--- src/rtl/float_pkg.sv ---
// Shared types and helpers for the parametrised floating-point multiplier.
// Holds the operand class enum, flag bit positions and IEEE field constructors.
package float_pkg;

  typedef enum logic [1:0] {
    CLS_ZERO,
    CLS_NORM,
    CLS_INF,
    CLS_NAN
  } fclass_e;

  localparam int FLG_INV = 2;
  localparam int FLG_OVF = 1;
  localparam int FLG_UNF = 0;

  function automatic int bias(input int e);
    return (1 << (e - 1)) - 1;
  endfunction

  // Words are built wide and sliced to W by the user.
  function automatic logic [127:0] qnan_bits(input int e, input int m);
    logic [127:0] r;
    r = '0;
    for (int i = 0; i <= e; i++) r[m-1+i] = 1'b1;
    return r;
  endfunction

  function automatic logic [127:0] inf_bits(input int e, input int m);
    logic [127:0] r;
    r = '0;
    for (int i = 0; i < e; i++) r[m+i] = 1'b1;
    return r;
  endfunction

  function automatic fclass_e classify(
    input logic e_zero,
    input logic e_ones,
    input logic m_nz
  );
    fclass_e c;
    c = CLS_NORM;
    if (e_zero) c = CLS_ZERO;
    else if (e_ones) c = m_nz ? CLS_NAN : CLS_INF;
    return c;
  endfunction

endpackage

--- src/rtl/float_mul_norm_round.sv ---
// Normalise, round-to-nearest-even and pack a raw significand product.
// Special operand classes override the arithmetic result by priority.
module float_mul_norm_round
  import float_pkg::*;
#(
  parameter int E = 8,
  parameter int M = 23,
  parameter int W = E + M + 1
) (
  input  logic [2*M+1:0] i_prod,
  input  logic [E+1:0]   i_exp,
  input  logic           i_sign,
  input  logic [1:0]     i_ca,
  input  logic [1:0]     i_cb,
  output logic [W-1:0]   o_c,
  output logic [2:0]     o_flags
);

  localparam logic [127:0] QNAN_L = qnan_bits(E, M);
  localparam logic [127:0] INF_L  = inf_bits(E, M);
  localparam logic signed [E+1:0] EMAX = {2'b00, {E{1'b1}}};

  logic                w_hi;
  logic [M-1:0]        w_mant;
  logic                w_g;
  logic                w_s;
  logic                w_inc;
  logic [M:0]          w_rnd;
  logic signed [E+1:0] w_exp;
  logic                w_nan;
  logic                w_inf;
  logic                w_zero;

  assign w_hi   = i_prod[2*M+1];
  assign w_mant = w_hi ? i_prod[2*M:M+1] : i_prod[2*M-1:M];
  assign w_g    = w_hi ? i_prod[M] : i_prod[M-1];
  assign w_s    = w_hi ? |i_prod[M-1:0] : |i_prod[M-2:0];
  assign w_inc  = w_g & (w_s | w_mant[0]);
  assign w_rnd  = {1'b0, w_mant} + {{M{1'b0}}, w_inc};
  // Rounding carry-out leaves a zero fraction and bumps the exponent.
  assign w_exp  = i_exp + {{(E+1){1'b0}}, w_hi}
                + {{(E+1){1'b0}}, w_rnd[M]};

  assign w_nan  = (i_ca == CLS_NAN) | (i_cb == CLS_NAN)
                | ((i_ca == CLS_INF) & (i_cb == CLS_ZERO))
                | ((i_ca == CLS_ZERO) & (i_cb == CLS_INF));
  assign w_inf  = (i_ca == CLS_INF) | (i_cb == CLS_INF);
  assign w_zero = (i_ca == CLS_ZERO) | (i_cb == CLS_ZERO);

  always_comb begin
    o_c     = {i_sign, w_exp[E-1:0], w_rnd[M-1:0]};
    o_flags = '0;
    if (w_nan) begin
      o_c              = QNAN_L[W-1:0];
      o_flags[FLG_INV] = 1'b1;
    end else if (w_inf) begin
      o_c = {i_sign, INF_L[W-2:0]};
    end else if (w_zero) begin
      o_c = {i_sign, {(W-1){1'b0}}};
    end else if (w_exp >= EMAX) begin
      o_c              = {i_sign, INF_L[W-2:0]};
      o_flags[FLG_OVF] = 1'b1;
    end else if (w_exp <= 0) begin
      o_c              = {i_sign, {(W-1){1'b0}}};
      o_flags[FLG_UNF] = 1'b1;
    end
  end

endmodule

--- src/rtl/float_mul_pipe.sv ---
// Three-stage streaming IEEE-754 multiplier with valid/ready backpressure.
// Stages: unpack/classify, significand multiply, normalise/round/pack.
module float_mul_pipe
  import float_pkg::*;
#(
  parameter int E = 8,
  parameter int M = 23,
  parameter int W = E + M + 1
) (
  input  logic         clk,
  input  logic         rst_n,
  input  logic         in_valid,
  output logic         in_ready,
  input  logic [W-1:0] in_a,
  input  logic [W-1:0] in_b,
  output logic         out_valid,
  input  logic         out_ready,
  output logic [W-1:0] out_c,
  output logic [2:0]   out_flags
);

  localparam logic [E+1:0] BIAS = (E+2)'(bias(E));

  logic         w_en;
  logic [E-1:0] w_ea, w_eb;
  logic [M-1:0] w_ma, w_mb;
  fclass_e      w_ca, w_cb;
  logic [W-1:0] w_c;
  logic [2:0]   w_flags;

  logic         r1_v, r1_sign;
  fclass_e      r1_ca, r1_cb;
  logic [M:0]   r1_sa, r1_sb;
  logic [E+1:0] r1_exp;

  logic           r2_v, r2_sign;
  fclass_e        r2_ca, r2_cb;
  logic [2*M+1:0] r2_prod;
  logic [E+1:0]   r2_exp;

  logic         r_out_v;
  logic [W-1:0] r_out_c;
  logic [2:0]   r_out_flags;

  assign w_en = !r_out_v | out_ready;
  assign w_ea = in_a[W-2:M];
  assign w_eb = in_b[W-2:M];
  assign w_ma = in_a[M-1:0];
  assign w_mb = in_b[M-1:0];
  assign w_ca = classify(w_ea == '0, &w_ea, |w_ma);
  assign w_cb = classify(w_eb == '0, &w_eb, |w_mb);

  always_ff @(posedge clk or negedge rst_n) begin
    if (!rst_n) begin
      r1_v    <= 1'b0;
      r1_sign <= 1'b0;
      r1_ca   <= CLS_ZERO;
      r1_cb   <= CLS_ZERO;
      r1_sa   <= '0;
      r1_sb   <= '0;
      r1_exp  <= '0;
    end else if (w_en) begin
      r1_v    <= in_valid;
      r1_sign <= in_a[W-1] ^ in_b[W-1];
      r1_ca   <= w_ca;
      r1_cb   <= w_cb;
      r1_sa   <= {1'b1, w_ma};
      r1_sb   <= {1'b1, w_mb};
      r1_exp  <= {2'b00, w_ea} + {2'b00, w_eb} - BIAS;
    end
  end

  always_ff @(posedge clk or negedge rst_n) begin
    if (!rst_n) begin
      r2_v    <= 1'b0;
      r2_sign <= 1'b0;
      r2_ca   <= CLS_ZERO;
      r2_cb   <= CLS_ZERO;
      r2_prod <= '0;
      r2_exp  <= '0;
    end else if (w_en) begin
      r2_v    <= r1_v;
      r2_sign <= r1_sign;
      r2_ca   <= r1_ca;
      r2_cb   <= r1_cb;
      r2_prod <= {{(M+1){1'b0}}, r1_sa} * {{(M+1){1'b0}}, r1_sb};
      r2_exp  <= r1_exp;
    end
  end

  float_mul_norm_round #(
    .E(E),
    .M(M),
    .W(W)
  ) u_norm_round (
    .i_prod  (r2_prod),
    .i_exp   (r2_exp),
    .i_sign  (r2_sign),
    .i_ca    (r2_ca),
    .i_cb    (r2_cb),
    .o_c     (w_c),
    .o_flags (w_flags)
  );

  always_ff @(posedge clk or negedge rst_n) begin
    if (!rst_n) begin
      r_out_v     <= 1'b0;
      r_out_c     <= '0;
      r_out_flags <= '0;
    end else if (w_en) begin
      r_out_v     <= r2_v;
      r_out_c     <= w_c;
      r_out_flags <= w_flags;
    end
  end

  assign in_ready  = w_en;
  assign out_valid = r_out_v;
  assign out_c     = r_out_c;
  assign out_flags = r_out_flags;

endmodule

--- config.mk ---
export PLATFORM = sky130hd
export DESIGN_NAME = float_mul_pipe
export DESIGN_NICKNAME = d
export VERILOG_FILES = /design/src/rtl/float_pkg.sv /design/src/rtl/float_mul_norm_round.sv /design/src/rtl/float_mul_pipe.sv
export SDC_FILE = /design/constraint.sdc
export NUM_CORES = 2
export LEC_CHECK = 0
export BUFFER_PORTS_ARGS = -buffer_cell sky130_fd_sc_hd__buf_2
export CORE_UTILIZATION = 53
export DETAILED_ROUTE_END_ITERATION = 8
export GPL_TIMING_DRIVEN = 1
export PLACE_DENSITY = 0.7
export SLEW_MARGIN = 0
export SYNTH_ARGS = -nofsm -noshare
export SYNTH_HDL_FRONTEND = slang
export SYNTH_HIERARCHICAL = 1
export SYNTH_SLANG_ARGS = --single-unit
export TNS_END_PERCENT = 5
--- constraint.sdc ---
create_clock -name clk -period 17 [get_ports clk]
set_input_delay 0.85 -clock clk [delete_from_list [all_inputs] [get_ports clk]]
set_output_delay 0.85 -clock clk [all_outputs]
set_load 0.02 [all_outputs]
* Word level (Yosys, flattened, before mapping)
Index checks and enable logic that the tools add are counted.
Word-level totals: bits in registers 164, input port bits 68, output and inout port bits 37, word-level logic and storage cells 71
Cells by class: add/subtract/negate cells 5, multipliers 1, order comparisons 2, equal/unequal tests 4, mux-type cells 21, bitwise logic cells 11, reduce and logical (&&, ||, !) cells 11
Operators by type and width (number):
- 31-bit two-way mux | 4
- 23-bit OR reduction | 3
- 24-bit by 24-bit multiplier with 48-bit output | 1
- 32-bit two-way mux | 1
- 23-bit by 1-bit adder with 24-bit output | 1
- 23-bit two-way mux | 1
- 22-bit OR reduction | 1
- 10-bit by 1-bit adder with 10-bit output | 2
- 8-bit logical NOT | 2
- 8-bit AND reduction | 2
- 2-bit two-way mux | 7
- 10-bit by 9-bit >= comparator with 1-bit output, second input constant | 1
- 10-bit by 1-bit <= comparator with 1-bit output, second input constant | 1
- 9-bit by 7-bit subtractor with 10-bit output, second input constant | 1
- 8-bit by 8-bit adder with 9-bit output | 1
- 2-bit == test, second input constant | 4
- 1-bit two-way mux | 8
- 1-bit bitwise OR | 7
- 2-bit logical NOT | 2
- 1-bit bitwise AND | 3
- 1-bit logical NOT | 1
- 1-bit bitwise XOR | 1

* Longest topological paths before layout
word-level depth 12, depth in mapped cells 26

* Modules after synthesis
The synthesis kept the hierarchy.
By module, submodules not included:
- float_mul_pipe | times used 1, cells an instance 2908, area an instance 25669.6 um^2
- float_mul_norm_round | times used 1, cells an instance 254, area an instance 1681.6 um^2

* Least setup slack after synthesis
No wires, ideal clock.
path type reg2reg, start register r1_sa[10], end register r2_prod[41], library setup time 0.132 ns, arrival time 6.306 ns, required time 16.868 ns, setup slack 10.563 ns, stages on the path, launching flop included 25, path buffers 2, clock period less this slack 6.437 ns, path through dfrtp_1 -> clkbuf_1 -> nand2_1 -> fa_1 -> fa_1 -> inv_1 -> fa_1 -> inv_1 -> fa_1 -> inv_1 -> fa_1 -> fa_1 -> inv_1 -> fa_1 -> inv_1 -> ha_1 -> clkbuf_1 -> a21o_1 -> a311oi_1 -> inv_1 -> a211oi_1 -> o21ai_1 -> a21oi_1 -> nor4b_1 -> nor3_1
On the way: longest elaborated chain between the ends 1
RTL lines:
- start: declaration | RTL line float_mul_pipe.sv:33 | logic [M:0] r1_sa, r1_sb;
- start signal: assignment | RTL line float_mul_pipe.sv:67 | r1_sa <= {1'b1, w_ma};
- 24-bit by 24-bit multiplier with 48-bit output | RTL line float_mul_pipe.sv:86 | r2_prod <= {{(M+1){1'b0}}, r1_sa} * {{(M+1){1'b0}}, r1_sb};
- end signal: assignment | RTL line float_mul_pipe.sv:86
- end: declaration | RTL line float_mul_pipe.sv:38 | logic [2*M+1:0] r2_prod;
No other way between the ends. A chain may end at the register's enable or synchronous reset.

* Worst setup path after layout
start register r1_sb[9], end register r2_prod[41]
On the way: longest elaborated chain between the ends 1
RTL lines:
- start: declaration | RTL line float_mul_pipe.sv:33
- start signal: assignment | RTL line float_mul_pipe.sv:68 | r1_sb <= {1'b1, w_mb};
- 24-bit by 24-bit multiplier with 48-bit output | RTL line float_mul_pipe.sv:86
No other way between the ends.

==> reports/results.tsv <==
stage	metric	value	unit
clock_tree	clock buffer depth	2	
worst_setup_path	type of element launching the critical path	flop	
placement	standard cell area after detailed placement	28210	µm²
grt	remaining global-route overflow	0	
worst_setup_path	longest individual stage delay on the worst path	0.95	ns
worst_setup_path	data required time of the critical path	17.34	ns
clock_tree	clock tree from TritonCTS	built	
timing	post-route fraction of the period consumed by the critical path	0.4464	
clock_tree	clock sink count	163	
synthesis	Post-synth ARST share	1.000	
grt	number of global-route vias before repair	22505	
floorplanning	starting density of the core	0.5407	
clock_tree	number of levels in the clock H-tree	4	
worst_setup_path	CP most frequent cell	fa_1	
synthesis	most used flip-flop cell after synthesis	dfrtp_1	
timing	setup TNS	0	ns
timing	setup repair after global routing missed its margin	no	
worst_setup_path	Setup Crit Path Kind	reg2reg	
worst_setup_path	family of cells with the greatest summed delay on the critical path	adder cells	
drt	wire length after detailed routing	70850	µm
hold_path	HP Class	in2async	
worst_setup_path	critical-path cell list	nand2_1, fa_1, fa_1, inv_1, fa_1, inv_1, fa_1, inv_1, fa_1, fa_1, inv_1, fa_1, inv_1, ha_1, a21o_1, a311oi_1, inv_1, a211oi_1, o21ai_1, a21oi_1, nor4b_1, nor3_1	
clock_tree	number of post-CTS setup repair buffers	0	
floorplanning	total die area	52520	µm²
worst_setup_path	Crit-path slowest cell	dfrtp_1	
clock_tree	TritonCTS buffer count	17	
worst_setup_path	CP endpoint kind	flop	
floorplanning	core area	50580	µm²
drt	vias	21068	
cells_and_area	antenna fix cells	0	
clock_tree	hold buffer count at CTS	0	
timing	post-route clock skew	0.02025	ns
drt	DR DRC count	0	
timing	Slew Limit Fails	0	
cells_and_area	commonest non-fill, non-tap cell in the layout	nand2_1	
drt	routed wire length per instance	18.56	µm
floorplanning	Chip Height	229.2	µm
flow_run	max capacitance violation total	0	
cells_and_area	final std cells w/o fill	3818	
placement	HPWL after DPL	56020	µm
timing	post-layout minimum cycle time	7.588	ns
worst_setup_path	data arrival time of the critical path	7.93	ns
worst_setup_path	Critical path buffers and inverters	6	
placement	dpl cells	3786	
placement	number of port buffers	104	
synthesis	area of the mapped netlist	27350	µm²
synthesis	syn avg cell area	8.650	µm²
cells_and_area	net count reported at finish	3876	
cells_and_area	total non-filler cell area in the finished layout	28790	µm²
drt	via density per instance	5.518	
timing	transition time at the pin with the least slew margin	1.154	ns
synthesis	number of enable flip-flop cells after synthesis	0	
drt	Detail Route Antenna Nets	0	
synthesis	post-synth net total	3905	
clock_tree	Post-CTS Resized	0	
timing	final setup violating endpoints	0	
grt	initial antenna violation count	0	
cells_and_area	most frequent cells in the layout	667 x nand2_1, 579 x inv_1, 484 x fa_1	
clock_tree	clock root buffer master	clkbuf_16	
cells_and_area	Util after Layout	0.5691	
grt	overall routing resource usage	0.2866	
cells_and_area	signed area change from the synthesized netlist to the final layout	5.252	%
cells_and_area	fraction of final layout cells with drive strength greater than 1	0.05849	
floorplanning	die width	229.2	µm
grt	largest net degree at the start of global routing	101	
worst_setup_path	largest fanout on the critical path	25	
synthesis	sequential fraction of the synthesis area	0.1491	
placement	global placer's final weighted congestion	0.9578	
drt	Initial DRT Pass Iterations	5	
synthesis	cell count after synthesis	3162	
grt	wire length of the first global-routing pass	119300	µm
drt	DRC violation total after the first TritonRoute iteration	1519	
timing	Highest Clock Rate	131.8	MHz
clock_tree	clock-pin transition on the worst setup and hold timing paths	0.09	ns
synthesis	Synth warnings	6	
synthesis	post-synthesis sequential element count	163	
timing	number of endpoints with negative hold slack in the final report	0	
clock_tree	insertion delay to the later sink of the worst-skew pair	0.46	ns
floorplanning	I/O pin total	105	
floorplanning	number of rows created at floorplan	82	
timing	slew margin rel.	0.2304	
run_status	run status	complete, no violations	
cells_and_area	Filler Cell Count	4543	
synthesis	synth unique cells	79	
## flip-flops by register name (all words and copies together) (netlist names), 2 cells and up
signal and flops:
out_flags 3, r2_ca 2, r2_prod 48, r1_ca 2, r1_sa 24, r1_sb 23
out_c 32, r2_cb 2, r1_exp 10, r1_cb 2, r2_exp 10
## through the flow
| stage | hold WS (ns) | setup WS (ns) |
|---|---|---|
| 4_1_cts | 0.4716 | 9.543 |
| 3_5_place_dp | 0.4503 | 9.584 |
| 2_1_floorplan | 0.4300 | 10.56 |
| 5_1_grt | 0.4900 | 8.945 |
| 3_3_place_gp | 0.4447 | 9.674 |
| 6_report | 0.4363 | 9.412 |
## path summary, 6_finish.rpt
check / from / to / slack, ns / cells after the start
setup / recovery: r1_sb[9] / r2_prod[41] / 9.41 / 22
hold / removal: rst_n / out_c[15] / 0.44 / 1
setup reg to reg: r1_sb[9] / r2_prod[41] / 9.41 / 22
hold reg to reg: out_c[31] / out_c[31] / 0.47 / 2
max in group asynchronous: rst_n / r2_prod[47] / 15.00 / 2
min in group clk: out_c[31] / out_c[31] / 0.47 / 2
## metal layers
metal	track usage	vias to the layer above	part of all wire
li1	-	9498	-
met1	0.3892	10731	0.42
met2	0.4578	740	0.46
met3	0.06760	99	0.087
met4	0.08271	0	0.025
met5	0	-	0
## cells by family after synthesis
kind of cell	after synthesis	synth area share
AO/OA/AOI/OAI	264	0.06455
buffers and inverters	750	0.1037
AND/OR/NAND/NOR	1206	0.2066
XOR/XNOR	86	0.02754
multiplexers	18	0.006862
flip-flops	163	0.1491
adder cells (fa/ha/maj)	675	0.4416
## cells in the mapped netlist, types with 14 or more instances
| master | n | area share |
|---|---|---|
| a21o_1 | 30 | 0.0082 |
| nor3_1 | 15 | 0.0027 |
| nand4_1 | 27 | 0.0062 |
| dfrtp_1 | 163 | 0.15 |
| nor2_1 | 94 | 0.013 |
| nand2_1 | 667 | 0.092 |
| a21oi_1 | 95 | 0.017 |
| o21ai_0 | 38 | 0.0070 |
| a211oi_1 | 14 | 0.0038 |
| nand3_1 | 29 | 0.0053 |
| clkbuf_1 | 153 | 0.021 |
| and2_1 | 299 | 0.068 |
| ha_1 | 191 | 0.087 |
| fa_1 | 484 | 0.35 |
| inv_1 | 579 | 0.079 |
| xor2_1 | 46 | 0.015 |
| xnor2_1 | 40 | 0.013 |
| nor4_1 | 23 | 0.0053 |
## final cells by class
| class | instances | area, µm² | area share |
|---|---|---|---|
| Clock buffer | 19 | 442.9 | 0.01539 |
| Clock inverter | 13 | 136.4 | 0.004737 |
| Inverter | 580 | 2182 | 0.07580 |
| Multi-Input combinational cell | 2249 | 20440 | 0.7101 |
| Sequential cell | 163 | 4080 | 0.1417 |
| Tap cell | 672 | 840.8 | 0.02921 |
| Timing Repair Buffer | 122 | 661.9 | 0.02299 |
Power is not shown: default switching activity piles up to over one toggle a cycle in this logic, so the estimate is an artifact.
